### src/rtl/irrigation_pkg.sv
// Shared types and 7-segment status codes for the two-zone irrigation controller.
package irrigation_pkg;

   typedef enum logic [1:0] {
      IDLE     = 2'd0,
      SETTLE   = 2'd1,
      WATER    = 2'd2,
      COOLDOWN = 2'd3
   } state_t;

   localparam logic [7:0] SEG_BLANK = 8'h00;
   localparam logic [7:0] SEG_ZONE0 = 8'h3F;
   localparam logic [7:0] SEG_ZONE1 = 8'h06;
   localparam logic [7:0] SEG_COOL  = 8'h40;

   // Digit shown while a zone is being served.
   function automatic logic [7:0] zone_seg(input logic zone);
      return zone ? SEG_ZONE1 : SEG_ZONE0;
   endfunction

endpackage

### src/rtl/irrigation_controller_rr_arbiter2.sv
// Two-requester round-robin arbiter: a tie goes to the zone not served last.
module rr_arbiter2 (
   input  logic [1:0] dry,
   input  logic       last_served,
   output logic       grant,
   output logic       valid
);

   always_comb begin
      valid = |dry;
      grant = 1'b0;
      case (dry)
         2'b10:   grant = 1'b1;
         2'b11:   grant = ~last_served;
         default: grant = 1'b0;
      endcase
   end

endmodule

### src/rtl/irrigation_controller.sv
// Shares one pump between two zones: grant, valve settle, watering, cooldown.
module irrigation_controller
   import irrigation_pkg::*;
#(
   parameter int unsigned WATER_TICKS    = 5,
   parameter int unsigned COOLDOWN_TICKS = 2,
   parameter int unsigned NBITS_CNT      = 8
) (
   input  logic                 clk_2,
   input  logic                 reset_n,
   input  logic [1:0]           dry,
   input  logic                 enable,
   output logic [1:0]           valve,
   output logic                 pump,
   output logic                 busy,
   output logic [7:0]           seg,
   output logic [NBITS_CNT-1:0] served
);

   localparam int unsigned CNT_MAX = (WATER_TICKS > COOLDOWN_TICKS) ? WATER_TICKS : COOLDOWN_TICKS;
   localparam int unsigned CNT_W   = $clog2(CNT_MAX + 1);

   state_t               state, state_nxt;
   logic [CNT_W-1:0]     cnt, cnt_nxt;
   logic                 zone, zone_nxt;
   logic                 last_served, last_nxt;
   logic [NBITS_CNT-1:0] served_nxt;
   logic [1:0]           valve_nxt;
   logic                 pump_nxt, busy_nxt;
   logic [7:0]           seg_nxt;
   logic                 arb_grant, arb_valid;

   rr_arbiter2 u_arb (
      .dry         (dry),
      .last_served (last_served),
      .grant       (arb_grant),
      .valid       (arb_valid)
   );

   // State, counters and registered outputs.
   always_ff @(posedge clk_2 or negedge reset_n) begin
      if (!reset_n) begin
         state       <= IDLE;
         cnt         <= '0;
         zone        <= 1'b0;
         last_served <= 1'b1;
         served      <= '0;
         valve       <= '0;
         pump        <= 1'b0;
         busy        <= 1'b0;
         seg         <= SEG_BLANK;
      end else begin
         state       <= state_nxt;
         cnt         <= cnt_nxt;
         zone        <= zone_nxt;
         last_served <= last_nxt;
         served      <= served_nxt;
         valve       <= valve_nxt;
         pump        <= pump_nxt;
         busy        <= busy_nxt;
         seg         <= seg_nxt;
      end
   end

   // Next state, bookkeeping, and outputs decoded from the state being entered.
   always_comb begin
      state_nxt  = state;
      cnt_nxt    = cnt + CNT_W'(1);
      zone_nxt   = zone;
      last_nxt   = last_served;
      served_nxt = served;
      valve_nxt  = '0;
      pump_nxt   = 1'b0;
      busy_nxt   = 1'b0;
      seg_nxt    = SEG_BLANK;

      case (state)
         IDLE: begin
            if (enable && arb_valid) begin
               state_nxt = SETTLE;
               zone_nxt  = arb_grant;
            end
         end
         SETTLE: begin
            state_nxt = enable ? WATER : COOLDOWN;
         end
         WATER: begin
            // An abort wins even on the final tick: no credit for a cut-short service.
            if (!enable) begin
               state_nxt = COOLDOWN;
            end else if (cnt == CNT_W'(WATER_TICKS - 1)) begin
               state_nxt = COOLDOWN;
               last_nxt  = zone;
               if (served != '1) served_nxt = served + NBITS_CNT'(1);
            end
         end
         COOLDOWN: begin
            if (cnt == CNT_W'(COOLDOWN_TICKS - 1)) state_nxt = IDLE;
         end
         default: state_nxt = IDLE;
      endcase

      if (state_nxt != state || state == IDLE) cnt_nxt = '0;

      busy_nxt = (state_nxt != IDLE);
      case (state_nxt)
         SETTLE: begin
            valve_nxt = zone_nxt ? 2'b10 : 2'b01;
            seg_nxt   = zone_seg(zone_nxt);
         end
         WATER: begin
            valve_nxt = zone_nxt ? 2'b10 : 2'b01;
            pump_nxt  = 1'b1;
            seg_nxt   = zone_seg(zone_nxt);
         end
         COOLDOWN: seg_nxt = SEG_COOL;
         default:  seg_nxt = SEG_BLANK;
      endcase
   end

endmodule

### config.mk
export PLATFORM = sky130hd
export DESIGN_NAME = irrigation_controller
export DESIGN_NICKNAME = d
export VERILOG_FILES = /design/src/rtl/irrigation_pkg.sv /design/src/rtl/irrigation_controller_rr_arbiter2.sv /design/src/rtl/irrigation_controller.sv
export SDC_FILE = /design/constraint.sdc
export NUM_CORES = 1
export LEC_CHECK = 0
export BUFFER_PORTS_ARGS = -buffer_cell sky130_fd_sc_hd__buf_2
export CAP_MARGIN = 20
export CORE_ASPECT_RATIO = 0.7
export CORE_UTILIZATION = 45
export CTS_CLUSTER_SIZE = 40
export DETAILED_ROUTE_END_ITERATION = 10
export GPL_ROUTABILITY_DRIVEN = 0
export GPL_TIMING_DRIVEN = 0
export PLACE_DENSITY = 0.66
export SLEW_MARGIN = 10
export SYNTH_ARGS = -nofsm -noshare
export SYNTH_HDL_FRONTEND = slang
export SYNTH_SLANG_ARGS = --single-unit
export TNS_END_PERCENT = 20
### constraint.sdc
create_clock -name clk_2 -period 2.1 [get_ports clk_2]
set_input_delay 0.315 -clock clk_2 [delete_from_list [all_inputs] [get_ports clk_2]]
set_output_delay 0.315 -clock clk_2 [all_outputs]
set_load 0.03 [all_outputs]
Yosys cells after proc, flatten, opt, wreduce, memory -nomap -nowiden
Index checks and enable logic that the tools add are counted.
- add/sub/neg operators: 2
- multiply operators: 0
- div/mod/pow operators: 0
- magnitude comparators: 0
- eq/ne operators: 12
- shifts and indexed selects: 0
- mux-type cells: 15
- bitwise operators: 1
- reductions and logical operators: 8
- operator list (cell ; number):
    one-hot mux 7 bit (2 select lines) ; 1
    equality test 2 bit (second input constant) ; 6
    2-to-1 mux 2 bit ; 6
    adder 8 x 1 -> 8 bit (second input constant) ; 1
    inequality test 8 bit (second input constant) ; 1
    one-hot mux 2 bit (4 select lines) ; 1
    2-to-1 mux 6 bit ; 1
    equality test 2 x 1 -> 1 bit (second input constant) ; 2
    2-to-1 mux 1 bit ; 4
    AND reduction 4 bit ; 1
    OR reduction 2 bit ; 2
    adder 3 x 1 -> 3 bit (second input constant) ; 1
    equality test 3 x 1 -> 1 bit (second input constant) ; 1
    equality test 3 bit (second input constant) ; 1
    2-to-1 mux 3 bit ; 1
    AND reduction 3 bit ; 1
    logical NOT 2 bit ; 1
    inequality test 2 bit ; 1
    one-hot mux 1 bit (2 select lines) ; 1
    nonzero test 2 bit ; 1
    logical AND 1 bit ; 1
    logical OR 1 bit ; 1
    inverter 1 bit ; 1
- flip-flop bits (word level): 27
- latch bits: 0
- bits in writable memories: 0
- ROM bits: 0
- input port bits: 5
- output and inout bits: 20
- word-level logic and storage cells: 47
- memories: 0

Logic depth before layout (Yosys ltp)
Gate-level depths: netlist (run 1).
- depth in word-level cells: 7
- gate-level depth with buffers: 9
- depth with buffers taken out: 9

Modules after synthesis
From an unflattened synthesis (run 1), not the netlist that was laid out.
- cells, all modules: 94
- area, all modules: 1079.8 sq um
- by module, submodules not included (module ; instances ; cells an instance ; area each (sq um) ; seq. area each (sq um)):
    irrigation_controller ; 1 ; 92 ; 1066.0 ; 551.8
    rr_arbiter2 ; 1 ; 2 ; 13.8 ; 0.0

Least setup slack after synthesis (run 1)
No wires, ideal clock.
- path kind: flip-flop to flip-flop
- from: register served[0]
- to: register served[1]
- library setup time: 0.125 ns
- arrival time: 1.573 ns
- data required time: 1.975 ns
- setup slack: 0.403 ns
- stages on the path, launching flop included: 5
- buffers on the path: 0
- clock period less this slack: 1.697 ns
- path through: dfrtp_1 ha_1 nand3_1 o211ai_1 mux2_2
- cells in the longest elaborated chain, start to end: 2
- elaborated cells between the ends (all ways): 3
- those cells by class: add/sub (1); eq/ne (1); reduce/logical (1)
- ends and longest elaborated chain (what ; line ; text):
    start: declaration ; irrigation_controller.sv:17 ; output logic [NBITS_CNT-1:0] served
    start signal: assignment ; irrigation_controller.sv:57 ; served <= served_nxt;
    parallel branches: the longest is 2 deep, another holds adder 8 x 1 -> 8 bit ; - ;
Parallel ways; which one is timed is not known.
A chain may end at the register's enable or synchronous reset.

Worst setup path in the final report (run 1)
- from: register cnt[0]
- to: register seg[5]
- cells in the longest elaborated chain, start to end: 7
- elaborated cells between the ends (all ways): 11
- those cells by class: eq/ne (5); mux (5); reduce/logical (1)
- ends and longest elaborated chain (what ; line ; text):
    start: declaration ; irrigation_controller.sv:24 ; logic [CNT_W-1:0] cnt, cnt_nxt;
    start signal: assignment ; irrigation_controller.sv:54 ; cnt <= cnt_nxt;
    equality test 3 bit ; irrigation_controller.sv:91 ; end else if (cnt == CNT_W'(WATER_TICKS - 1)) begin
    2-to-1 mux 2 bit ; irrigation_controller.sv:91 ;
    2-to-1 mux 2 bit ; irrigation_controller.sv:89 ; if (!enable) begin
    one-hot mux 2 bit (4 select lines) * ; irrigation_controller.sv:77 ; case (state)
    equality test 2 bit or equality test 2 x 1 -> 1 bit (tied branches) ; irrigation_controller.sv:106 ; case (state_nxt)
    OR reduction 2 bit (no line) ; - ;
    one-hot mux 7 bit (2 select lines) * ; irrigation_controller.sv:106 ;
    end signal: assignment ; irrigation_controller.sv:61 ; seg <= seg_nxt;
    end: declaration ; irrigation_controller.sv:16 ; output logic [7:0] seg,
Every way passes the cells marked *; elsewhere a longest branch is shown, timed or not.

==> results of run 1 <==
-- worst max path at each step --
stage                          start  slack, ns               endpoint
2_1_floorplan  served[0]$_DFFE_PN0P_       0.40  served[1]$_DFFE_PN0P_
3_3_place_gp        cnt[0]$_DFF_PN0_       0.37       seg[5]$_DFF_PN0_
3_5_place_dp        cnt[0]$_DFF_PN0_       0.33       seg[5]$_DFF_PN0_
4_1_cts             cnt[0]$_DFF_PN0_       0.31       seg[5]$_DFF_PN0_
5_1_grt             cnt[1]$_DFF_PN0_       0.09       seg[5]$_DFF_PN0_
6_report            cnt[0]$_DFF_PN0_       0.30       seg[5]$_DFF_PN0_
-- layer usage --
| metal | global-route usage (%) | wire length (um) |
|---|---|---|
| met1 | 18.83 | 849 |
| met2 | 26.59 | 834 |
| met3 | 5.793 | 100 |
| met4 | 6.364 | 18 |
| met5 | 0 | 0 |
-- worst register-to-register path, stage by stage (launching register included) --
cell	delay (ns)
dfrtp_1	0.42
inv_1	0.07
ha_1	0.23
a21oi_1	0.15
nor2_1	0.07
nor3_1	0.27
ha_1	0.31
nor3_1	0.20
-- cell families (layout without fill, tap and decap cells) --
group	after synthesis	in the layout	synth area share, %
buf+inv	16	44	8.018
xor+xnor	4	4	3.208
compound gates	13	13	7.216
flops	22	22	50.52
simple gates	33	33	16.49
other cells	1	1	0.3433
fa+ha+maj	7	7	8.018
mux	6	6	6.185
-- registers in the layout, indices dropped and copies added (netlist names) --
register / count
last_served: 1
busy: 1
seg: 3
zone: 1
served: 8
state: 2
cnt: 3
pump: 1
valve: 2
-- final cells by class --
cell class / instances / area (sq um) / share of cell area, %
Tap cell: 32 / 40.04 / 3.119
Sequential cell: 22 / 551.8 / 42.98
Buffer: 7 / 53.80 / 4.191
Clock buffer: 4 / 26.28 / 2.047
Multi-Input combinational cell: 64 / 452.9 / 35.28
Inverter: 9 / 33.78 / 2.632
Timing Repair Buffer: 24 / 125.1 / 9.747
-- synthesized netlist by cell type --
cell type,n
a21boi_0,1
a21oi_1,4
a31oi_1,1
and2_1,2
and2_4,1
and3_1,1
and4b_1,1
buf_2,1
buf_4,5
buf_6,1
conb_1,1
dfrtp_1,21
dfstp_2,1
ha_1,7
inv_1,9
mux2_1,1
mux2_2,5
nand2_1,5
nand2b_1,2
nand3_1,1
nand3b_1,1
nand4_1,4
nor2_1,9
nor2b_1,1
nor3_1,3
nor3b_2,1
o211ai_1,2
o21a_1,2
o21ai_0,3
or3_1,1
xnor2_1,2
xor2_1,2
-- cells in the final DEF, fill, tap and decap left out, drive strengths merged, types with 2 or more instances in the layout --
| cell | netlist | layout |
|---|---|---|
| and2 | 3 | 3 |
| ha | 7 | 7 |
| xnor2 | 2 | 2 |
| inv | 9 | 9 |
| nor3 | 3 | 3 |
| nor2 | 9 | 9 |
| nand2 | 5 | 5 |
| o21a | 2 | 2 |
| clkbuf | 0 | 4 |
| xor2 | 2 | 2 |
| dfrtp | 21 | 21 |
| o211ai | 2 | 2 |
| a21oi | 4 | 4 |
| buf | 7 | 30 |
| o21ai | 3 | 3 |
| nand2b | 2 | 2 |
| mux2 | 6 | 6 |
| nand4 | 4 | 4 |
-- power groups by stage --
| stage | logic, mW | clock network (mW) | registers, mW |
|---|---|---|---|
| 2_1_floorplan | 0.499 | 0 | 0.775 |
| 3_3_place_gp | 0.816 | 0 | 0.633 |
| 3_5_place_dp | 0.825 | 0 | 0.641 |
| 4_1_cts | 0.829 | 0.202 | 0.632 |
| 5_1_grt | 0.933 | 0.224 | 0.648 |
| 6_report | 0.822 | 0.193 | 0.631 |
-- repair_timing --
action | 4_1_cts | 5_1_grt
buffers inserted | 0 | 0
hold buffers | 1 | 0
gates resized for setup | 0 | 0
hold endpoints to repair | 21 | 0
==> run summary, run 1 <==
Max VDD drop: 0.0004655 V
Worst-path cell chain: inv_1 > ha_1 > a21oi_1 > nor2_1 > nor3_1 > ha_1 > nor3_1
Drt via density: 4.821
Antenna violations before repair: 0
H-tree Lvls: 1
Final hold slack: 0.2831 ns
Slowest stage delay, CP: 0.42 ns
Reg-to-reg endpoint: seg[5]$_DFF_PN0_
Hold_sp: dry[0]
CP Data Arrival Time: 2.02 ns
Final setup margin: 0.3037 ns
Root buffer cell: clkbuf_4
Final antenna-violating net count: 0
Hold Path Stages: 2
Top cell type's share of synthesized area: 48.11%
Dpl cells: 157
Max-cap violations: 0
Total clock sinks: 22
DRC viols: 0
Largest net degree at the start of global routing: 23
Avg WL per Cell: 11.13 um
Vias in the first global route: 716
RSZ-0062 raised after global routing: false
Internal power: 0.9525 mW
FP Rows: 14
Worst Hold Class: primary input to flop
Fin util: 57.71%
Buf+Inv Stages, Crit Path: 1
Final period util: 85.54%
DR pass1 iterations: 4
Post-route clock skew: 0.009337 ns
Post-Layout Inst Area: 1284 sq um
Tmin final: 1.796 ns
CP required: 2.33 ns
Die H: 43.22 um
Post-place setup slack: 0.3337 ns
TNS Setup: 0 ns
Number of synthesized register bits: 22
First-pass GRT wire length: 3001 um
Area delta synth->final: 17.53%
Lkg Pwr: 0.6673 nW
Port bufs: 23
Total GRT Usage: 16.09%
Die width: 60.89 um
Via count: 781
Non-filler instance count after layout: 162
Run status: completed
Worst-path clk slew: 0.12 ns
Routed WL: 1803 um
Largest area contributor in the synthesized netlist: dfrtp_1
# IOs: 25
WHS Endpoint: zone$_DFF_PN0_
Sequential Power Share: 38.3%
Antenna cell count: 0
P_sw: 0.6927 mW
Max Fanout on Critical Path: 4
Final count of hold timing violations: 0
Worst R2R Path Depth: 7
Synth unique cells: 32
R2R setup slack: 0.30 ns
Comb pwr share: 49.9%
Worst R2R Start: cnt[0]$_DFF_PN0_
Inserted Clock Buffers: 3
Post-Syn Instances: 102
Die ar.: 2631 sq um
Clock network power share: 11.7%
Core Box Area: 2225 sq um
Overflow after GRT: 0
Synth Cell Area: 1092 sq um
Total chip power: 1.645 mW
Setup violators final: 0
Average instance area after synthesis: 10.71 sq um
Sw Ratio: 42.10%
Clk buf depth: 2
Sequential share of the synthesized area: 50.52%
Final HPWL DP: 1327 um
Final #Nets: 143
Top cells by area, synth: dfrtp_1 (48%), ha_1 (8.0%), mux2_2 (5.2%)
DR iter-0 viols: 15
Yosys warnings: 0
Max-slew violation count: 0
Slowest cell on crit path: dfrtp_1
Net Count, Synth: 114
Fmax: 0.5567 GHz
Crit path launch type: flop
Family with the most delay on the worst path: adder cells
Layout cell share with drive strength beyond 1: 31.54%
CP Capture Type: flop
CTS tree: built
Clock Latency Late Sink: 0.30 ns
Initial Util: 49.10%
WS Path Type: flop to flop
Fill count: 209
Placement Cell Area: 1247 sq um
Critical path depth in cells: 7
Power per cell area: 1282 nW/um^2
Note: power is estimated with default switching activity, not from simulation.
==> inputs of run 2 (changes only) <==
--- a/config.mk
+++ b/config.mk
@@ -13,9 +13,10 @@
 export DETAILED_ROUTE_END_ITERATION = 10
 export GPL_ROUTABILITY_DRIVEN = 0
 export GPL_TIMING_DRIVEN = 0
-export PLACE_DENSITY = 0.66
+export PLACE_DENSITY = 0.67
 export SLEW_MARGIN = 10
 export SYNTH_ARGS = -nofsm -noshare
 export SYNTH_HDL_FRONTEND = slang
+export SYNTH_HIERARCHICAL = 1
 export SYNTH_SLANG_ARGS = --single-unit
 export TNS_END_PERCENT = 20
==> run 2 against run 1 <==
Against the previous run:
- utilization is 0.34 points higher
- final cell count is 4.9% lower
- critical path type unchanged
- worst setup slack worse by 0.098 ns
- die area is 1.1% lower
- sequential share of layout area is 0.084 points higher
- largest power group unchanged
- clock skew is 0.0077 ns lower
- register-to-register slack worse by 0.098 ns
- power is 3.3% lower
- synthesized area is 1.1% lower
==> run summary, run 2 <==
First-pass GRT wire length: 3105 um (+3.5%)
Most common cell on crit path: ha_1
WS Path Type: flop to flop
Worst R2R Path Depth: 8 (+1)
Most frequent cells in the layout: buf_2 (23), dfrtp_1 (21), nor2_1 (7), ha_1 (7), inv_1 (6)
Synth Cell Area: 1080 sq um (-1.1%)
Post-CTS Setup Repair Bufs: 0 (unchanged)
Largest area contributor in the synthesized netlist: dfrtp_1
DRC viols: 0 (unchanged)
FF+latch area: 551.8 sq um (unchanged)
Power per cell area: 1242 nW/um^2 (-3.1%)
DR iter-0 viols: 36 (+21)
Clk buf depth: 2 (unchanged)
Worst Hold Class: primary input to flop
Tmin final: 1.894 ns (+0.09775 ns)
Routed wl met3: 67 um (-33%)
Die ar.: 2603 sq um (-1.1%)
R2R setup slack: 0.21 ns (-0.10 ns)
Post-route clock skew: 0.001663 ns (-0.007673 ns)
Drt via density: 4.929 (+2.2%)
Worst R2R Start: cnt[0]$_DFF_PN0_
Avg WL per Cell: 11.70 um (+5.1%)
Ys flop type: dfrtp_1
Crit path launch type: flop
Reg-to-reg endpoint: seg[5]$_DFF_PN0_
Top cell type's share of synthesized area: 48.67% (+0.56 points)
Number of synthesized register bits: 22 (unchanged)
Commonest non-fill, non-tap cell in the layout: buf_2
Asr flop ratio synth: 100.0% (unchanged)
Via count: 759 (-2.8%)
Max-cap violations: 0 (unchanged)
Max VDD drop: 0.0007456 V (+60%)
Inserted Clock Buffers: 3 (unchanged)
Synth unique cells: 40 (+25%)
Post-Layout Inst Area: 1281 sq um (-0.19%)
Final setup margin: 0.2059 ns (-0.09775 ns)
Lkg Pwr: 0.6630 nW (-0.65%)
CP Data Arrival Time: 2.11 ns (+0.09 ns)
Final antenna-violating net count: 0 (unchanged)
Port bufs: 23 (unchanged)
H-tree Lvls: 1 (unchanged)
Core Box Area: 2207 sq um (-0.79%)
Slowest stage delay, CP: 0.41 ns (about the same)
Max FFs per register: 8 (unchanged)
Max Fanout on Critical Path: 4 (unchanged)
Final #Nets: 135 (-5.6%)
Largest net degree at the start of global routing: 23 (unchanged)
Post-Syn Instances: 94 (-7.8%)
Top flop regs: served x8, cnt x3, seg x3
Fill count: 199 (-4.8%)
Setup violators final: 0 (unchanged)
Area delta synth->final: 18.66%
Uppermost layer routed: met4
# IOs: 25 (unchanged)
Top-count cell post-synth: dfrtp_1
Placement Cell Area: 1235 sq um (-1.0%)
Hold_sp: dry[0]
Initial Util: 48.92% (-0.18 points)
TNS Setup: 0 ns (unchanged)
Total GRT Usage: 16.58% (+0.49 points)
Average instance area after synthesis: 11.49 sq um (+7.3%)
Vias in the first global route: 724 (+1.1%)
Final period util: 90.19% (+4.7 points)
CTS tree: built
RSZ-0062 raised after global routing: false
Final HPWL DP: 1378 um (+3.8%)
Sequential share of the synthesized area: 51.10% (+0.59 points)
FP Rows: 14 (unchanged)
Worst-path cell chain: inv_1 > ha_1 > a21bo_2 > o21ai_0 > nand2_1 > o31ai_1 > ha_1 > and3_1
DR pass1 iterations: 2 (-2)
Post-synth top cells: dfrtp_1 (21), ha_1 (7), nor2_1 (7), inv_1 (6), buf_4 (5)
Run status: completed
Die H: 42.99 um (-0.54%)
WHS Endpoint: zone$_DFF_PN0_
Yosys warnings: 6 (+6)
Layout cell share with drive strength beyond 1: 32.79% (+1.2 points)
Non-filler instance count after layout: 154 (-4.9%)
Antenna violations before repair: 0 (unchanged)
Final count of hold timing violations: 0 (unchanged)
Antenna cell count: 0 (unchanged)
Post-place setup slack: 0.2004 ns (-0.1333 ns)
Largest Register: served
Worst-path clk slew: 0.12 ns (about the same)
Routed WL: 1802 um (about the same)
Post-synth EDFFs: 0 (unchanged)
Metal-1 WL: 858 um (+1.1%)
Dpl cells: 149 (-5.1%)
Multi-input logic area: 456.7 sq um (+0.83%)
CP required: 2.31 ns (-0.02 ns)
Net Count, Synth: 106 (-7.0%)
Total clock sinks: 22 (unchanged)
Slowest cell on crit path: dfrtp_1
CP Capture Type: flop
Clock Latency Late Sink: 0.31 ns (about the same)
Met2 WL: 846 um (+1.4%)
Root buffer cell: clkbuf_4
Hold Path Stages: 4 (+2)
Max-slew violation count: 0 (unchanged)
Fmax: 0.5280 GHz (-5.2%)
Overflow after GRT: 0 (unchanged)
Top cells by area, synth: dfrtp_1 (49%), ha_1 (8.1%), buf_4 (3.5%)
Die width: 60.55 um (-0.55%)
[run 2: cell count changes in the layout (fill, tap and decap cells not counted), sizes merged, moves of 3 or more]
| cell | delta |
|---|---|
| nor3 | -3 |
| inv | -3 |
| nor2b | +3 |
| mux2 | -4 |
[run 2: how the worst max path moves through the flow]
| stage | slack [ns] | to | start |
|---|---|---|---|
| finish | 0.21 | seg[5]$_DFF_PN0_ | cnt[0]$_DFF_PN0_ |
| global route | 0.04 | seg[5]$_DFF_PN0_ | cnt[0]$_DFF_PN0_ |
| CTS | 0.18 | seg[5]$_DFF_PN0_ | cnt[0]$_DFF_PN0_ |
| detailed placement | 0.20 | seg[5]$_DFF_PN0_ | cnt[0]$_DFF_PN0_ |
| global placement | 0.26 | seg[5]$_DFF_PN0_ | dry[1] |
| floorplan | 0.40 | seg[5]$_DFF_PN0_ | cnt[0]$_DFF_PN0_ |
[run 2: stage by stage]
step | hold WS, ns | util (%) | total power [mW]
2_1_floorplan | 0.01941 | - | 1.180
3_3_place_gp | 0.2967 | 55.95 | 1.348
3_5_place_dp | 0.3065 | 55.95 | 1.379
4_1_cts | 0.4262 | 58.05 | 1.616
5_1_grt | 0.4816 | 58.05 | 1.716
6_report | 0.4434 | 58.05 | 1.591
[run 2: layer usage]
layer | GRT usage (%) | up-vias
met5 | 0 | -
met4 | 7.273 | 0
met3 | 6.402 | 5
met2 | 24.62 | 12
met1 | 21.28 | 372
li1 | - | 370
[run 2: worst max-delay path, delay by kind of cell, from the launching register on]
family	cells	cell delay, ns
AO/OA/AOI/OAI	3	0.49
adder cells (fa/ha/maj)	2	0.56
flip-flops	1	0.41
buffers and inverters	1	0.06
AND/OR/NAND/NOR	2	0.29
[run 2: timing repair]
| action | in CTS | in global routing |
|---|---|---|
| hold endpoints to repair | 21 | 0 |
| setup endpoints to repair | 0 | 0 |
| hold buffers | 1 | 0 |
| gates resized for setup | 0 | 0 |
[run 2: layout make-up]
class / count / share of cell area, %
Sequential cell: 22 / 43.07
Multi-Input combinational cell: 60 / 35.64
Timing Repair Buffer: 24 / 9.766
Buffer: 6 / 3.809
Tap cell: 32 / 3.125
Clock buffer: 4 / 2.832
Inverter: 6 / 1.758
[run 2: kinds of logic (layout without fill, tap and decap cells)]
group | after synthesis | in the layout | share of synthesized area (%)
xor+xnor | 5 | 5 | 4.055
buf+inv | 12 | 40 | 6.605
compound gates | 11 | 11 | 6.953
flops | 22 | 22 | 51.10
mux | 4 | 4 | 4.634
simple gates | 32 | 32 | 18.19
other cells | 1 | 1 | 0.3473
fa+ha+maj | 7 | 7 | 8.111
[run 2: where the power goes]
group | total, mW | leakage [nW] | switching (mW) | internal [mW]
logic | 0.732 | 0.364 | 0.446 | 0.285
registers | 0.626 | 0.278 | 0.0749 | 0.551
clock network | 0.233 | 0.0210 | 0.128 | 0.106
==> inputs of run 3 (changes only) <==
--- a/config.mk
+++ b/config.mk
@@ -8,12 +8,12 @@
 export BUFFER_PORTS_ARGS = -buffer_cell sky130_fd_sc_hd__buf_2
 export CAP_MARGIN = 20
 export CORE_ASPECT_RATIO = 0.7
-export CORE_UTILIZATION = 45
+export CORE_UTILIZATION = 31
 export CTS_CLUSTER_SIZE = 40
 export DETAILED_ROUTE_END_ITERATION = 10
 export GPL_ROUTABILITY_DRIVEN = 0
 export GPL_TIMING_DRIVEN = 0
-export PLACE_DENSITY = 0.67
+export PLACE_DENSITY = 0.49
 export SLEW_MARGIN = 10
 export SYNTH_ARGS = -nofsm -noshare
 export SYNTH_HDL_FRONTEND = slang
==> run 3 against run 2 <==
Against the previous run:
- clock power increased by 69%
- non-clock buffer count decreased by 1
- combinational power about the same
- global-route usage decreased by 5.2 points
- power increased by 10%
- clock skew increased by 0.0023 ns
- via count decreased by 4.6%
- utilization decreased by 17 points
- sequential share of layout area decreased by 1.4 points
- largest cell class unchanged
- first-iteration DRC count increased by 8.3%
==> run summary, run 3 (synthesis gave the netlist of run 2 again) <==
Max-cap violations: 0 (unchanged)
Final period util: 88.49% (-1.7 points)
Die H: 51.38 um (+20%)
Antenna cell count: 0 (unchanged)
DRC viols: 0 (unchanged)
Post-CTS Resized: 0 (unchanged)
Clock Latency Late Sink: 0.26 ns (-0.05 ns)
Commonest non-fill, non-tap cell in the layout: buf_2
H-tree Lvls: 1 (unchanged)
Port bufs: 23 (unchanged)
DR pass1 iterations: 3 (+1)
Avg WL per Cell: 11.01 um (-5.9%)
Total clock sinks: 22 (unchanged)
Via count: 724 (-4.6%)
Initial Util: 33.40% (-16 points)
Worst R2R Start: cnt[0]$_DFF_PN0_
Overflow after GRT: 0 (unchanged)
DR iter-0 viols: 39 (+8.3%)
CP Launch Point: cnt[0]$_DFF_PN0_
Inserted Clock Buffers: 3 (unchanged)
Dpl cells: 164 (+10%)
Post-CTS Setup Repair Bufs: 0 (unchanged)
RSZ-0062 raised after global routing: false
First-pass GRT wire length: 3098 um (-0.23%)
Root buffer cell: clkbuf_8
Tmin final: 1.858 ns (-0.03585 ns)
Final antenna-violating net count: 0 (unchanged)
Post-place setup slack: 0.2440 ns (+0.04352 ns)
Final #Nets: 134 (-0.74%)
Final HPWL DP: 1412 um (+2.4%)
TNS Setup: 0 ns (unchanged)
Layout cell share with drive strength beyond 1: 33.06% (+0.27 points)
Top flop regs: served x8, cnt x3, seg x3
FP Rows: 17 (+3)
Vias in the first global route: 662 (-8.6%)
Drt via density: 4.310 (-13%)
Antenna violations before repair: 0 (unchanged)
Setup violators final: 0 (unchanged)
Final hold slack: 0.006361 ns (-0.4370 ns)
# IOs: 25 (unchanged)
Clk buf depth: 2 (unchanged)
Largest Register: served
CP Data Arrival Time: 2.01 ns (-0.10 ns)
CTS tree: built
Non-filler instance count after layout: 168 (+9.1%)
Run status: completed
Total GRT Usage: 11.42% (-5.2 points)
Most frequent cells in the layout: buf_2 (23), dfrtp_1 (21), nor2_1 (7), ha_1 (7), inv_1 (6)
Routed WL: 1850 um (+2.7%)
Largest net degree at the start of global routing: 23 (unchanged)
Worst Hold Class: primary input to asynchronous set/reset pin
Final setup margin: 0.2418 ns (+0.03585 ns)
CP required: 2.25 ns (-0.06 ns)
Max FFs per register: 8 (unchanged)
Post-route clock skew: 0.003954 ns (+0.002291 ns)
Max-slew violation count: 0 (unchanged)
WS Path Type: flop to flop
Area delta synth->final: 22.71%
Max VDD drop: 0.0005325 V (-29%)
CTS Hold Bufs: 0 (-1)
Lkg Pwr: 0.6735 nW (+1.6%)
Final count of hold timing violations: 0 (unchanged)
Die ar.: 3727 sq um (+43%)
Core Box Area: 3233 sq um (+46%)
CP Capture Type: flop
Die width: 72.54 um (+20%)
Max Fanout on Critical Path: 4 (unchanged)
Power per cell area: 1322 nW/um^2 (+6.5%)
Crit path launch type: flop
Worst-path clk slew: 0.08 ns (-0.04 ns)
Fmax: 0.5381 GHz (+1.9%)
[run 3: changes by cell type in the layout (fill, tap and decap cells not counted), sizes merged]
cell / change
dlygate4sd3: -1
bufinv: +1
clkbuf: -1
[run 3: final timing paths]
check	end	slack, ns	depth (start not counted)
min reg2reg	cnt[0]$_DFF_PN0_	0.50	1
min	seg[5]$_DFF_PN0_	0.006	1
max	seg[5]$_DFF_PN0_	0.24	8
max in group asynchronous	last_served$_DFFE_PN1P_	1.74	1
min in group clk_2	cnt[0]$_DFF_PN0_	0.50	1
max reg2reg	seg[5]$_DFF_PN0_	0.24	8
[run 3: final cells by class]
cell class / instances / area, sq um
Buffer: 6 / 48.80
Clock buffer: 3 / 41.29
Clock inverter: 1 / 30.03
Fill cell: 321 / 1908
Inverter: 6 / 22.52
Multi-Input combinational cell: 60 / 456.7
Sequential cell: 22 / 551.8
Tap cell: 47 / 58.81
Timing Repair Buffer: 23 / 115.1
[run 3: metrics by stage]
| step | power [mW] | cell area (sq um) | utilization [%] |
|---|---|---|---|
| finish | 1.752 | 1325 | 40.98 |
| CTS | 1.782 | 1325 | 40.98 |
| floorplan | 1.180 | 1080 | - |
| detailed placement | 1.378 | 1254 | 38.78 |
| global route | 1.876 | 1325 | 40.98 |
| global placement | 1.357 | 1254 | 38.78 |
[run 3: worst max-delay path, stage by stage (launching register included)]
cell and delay, ns:
dfrtp_1 0.40, inv_1 0.06, ha_1 0.22, a21bo_2 0.22
o21ai_0 0.13, nand2_1 0.09, o31ai_1 0.10, ha_1 0.34
and3_1 0.19
[run 3: power by group]
group	switching [mW]	internal (mW)	total, mW
registers	0.0763	0.552	0.629
clock network	0.138	0.254	0.393
logic	0.446	0.284	0.731
total	0.661	1.09	1.75
[run 3: layer usage]
layer / track usage (%) / share of wire (%)
met2: 17.60 / 45
met4: 3.922 / 0.76
met5: 0 / 0
met3: 4.142 / 4.6
met1: 14.76 / 50
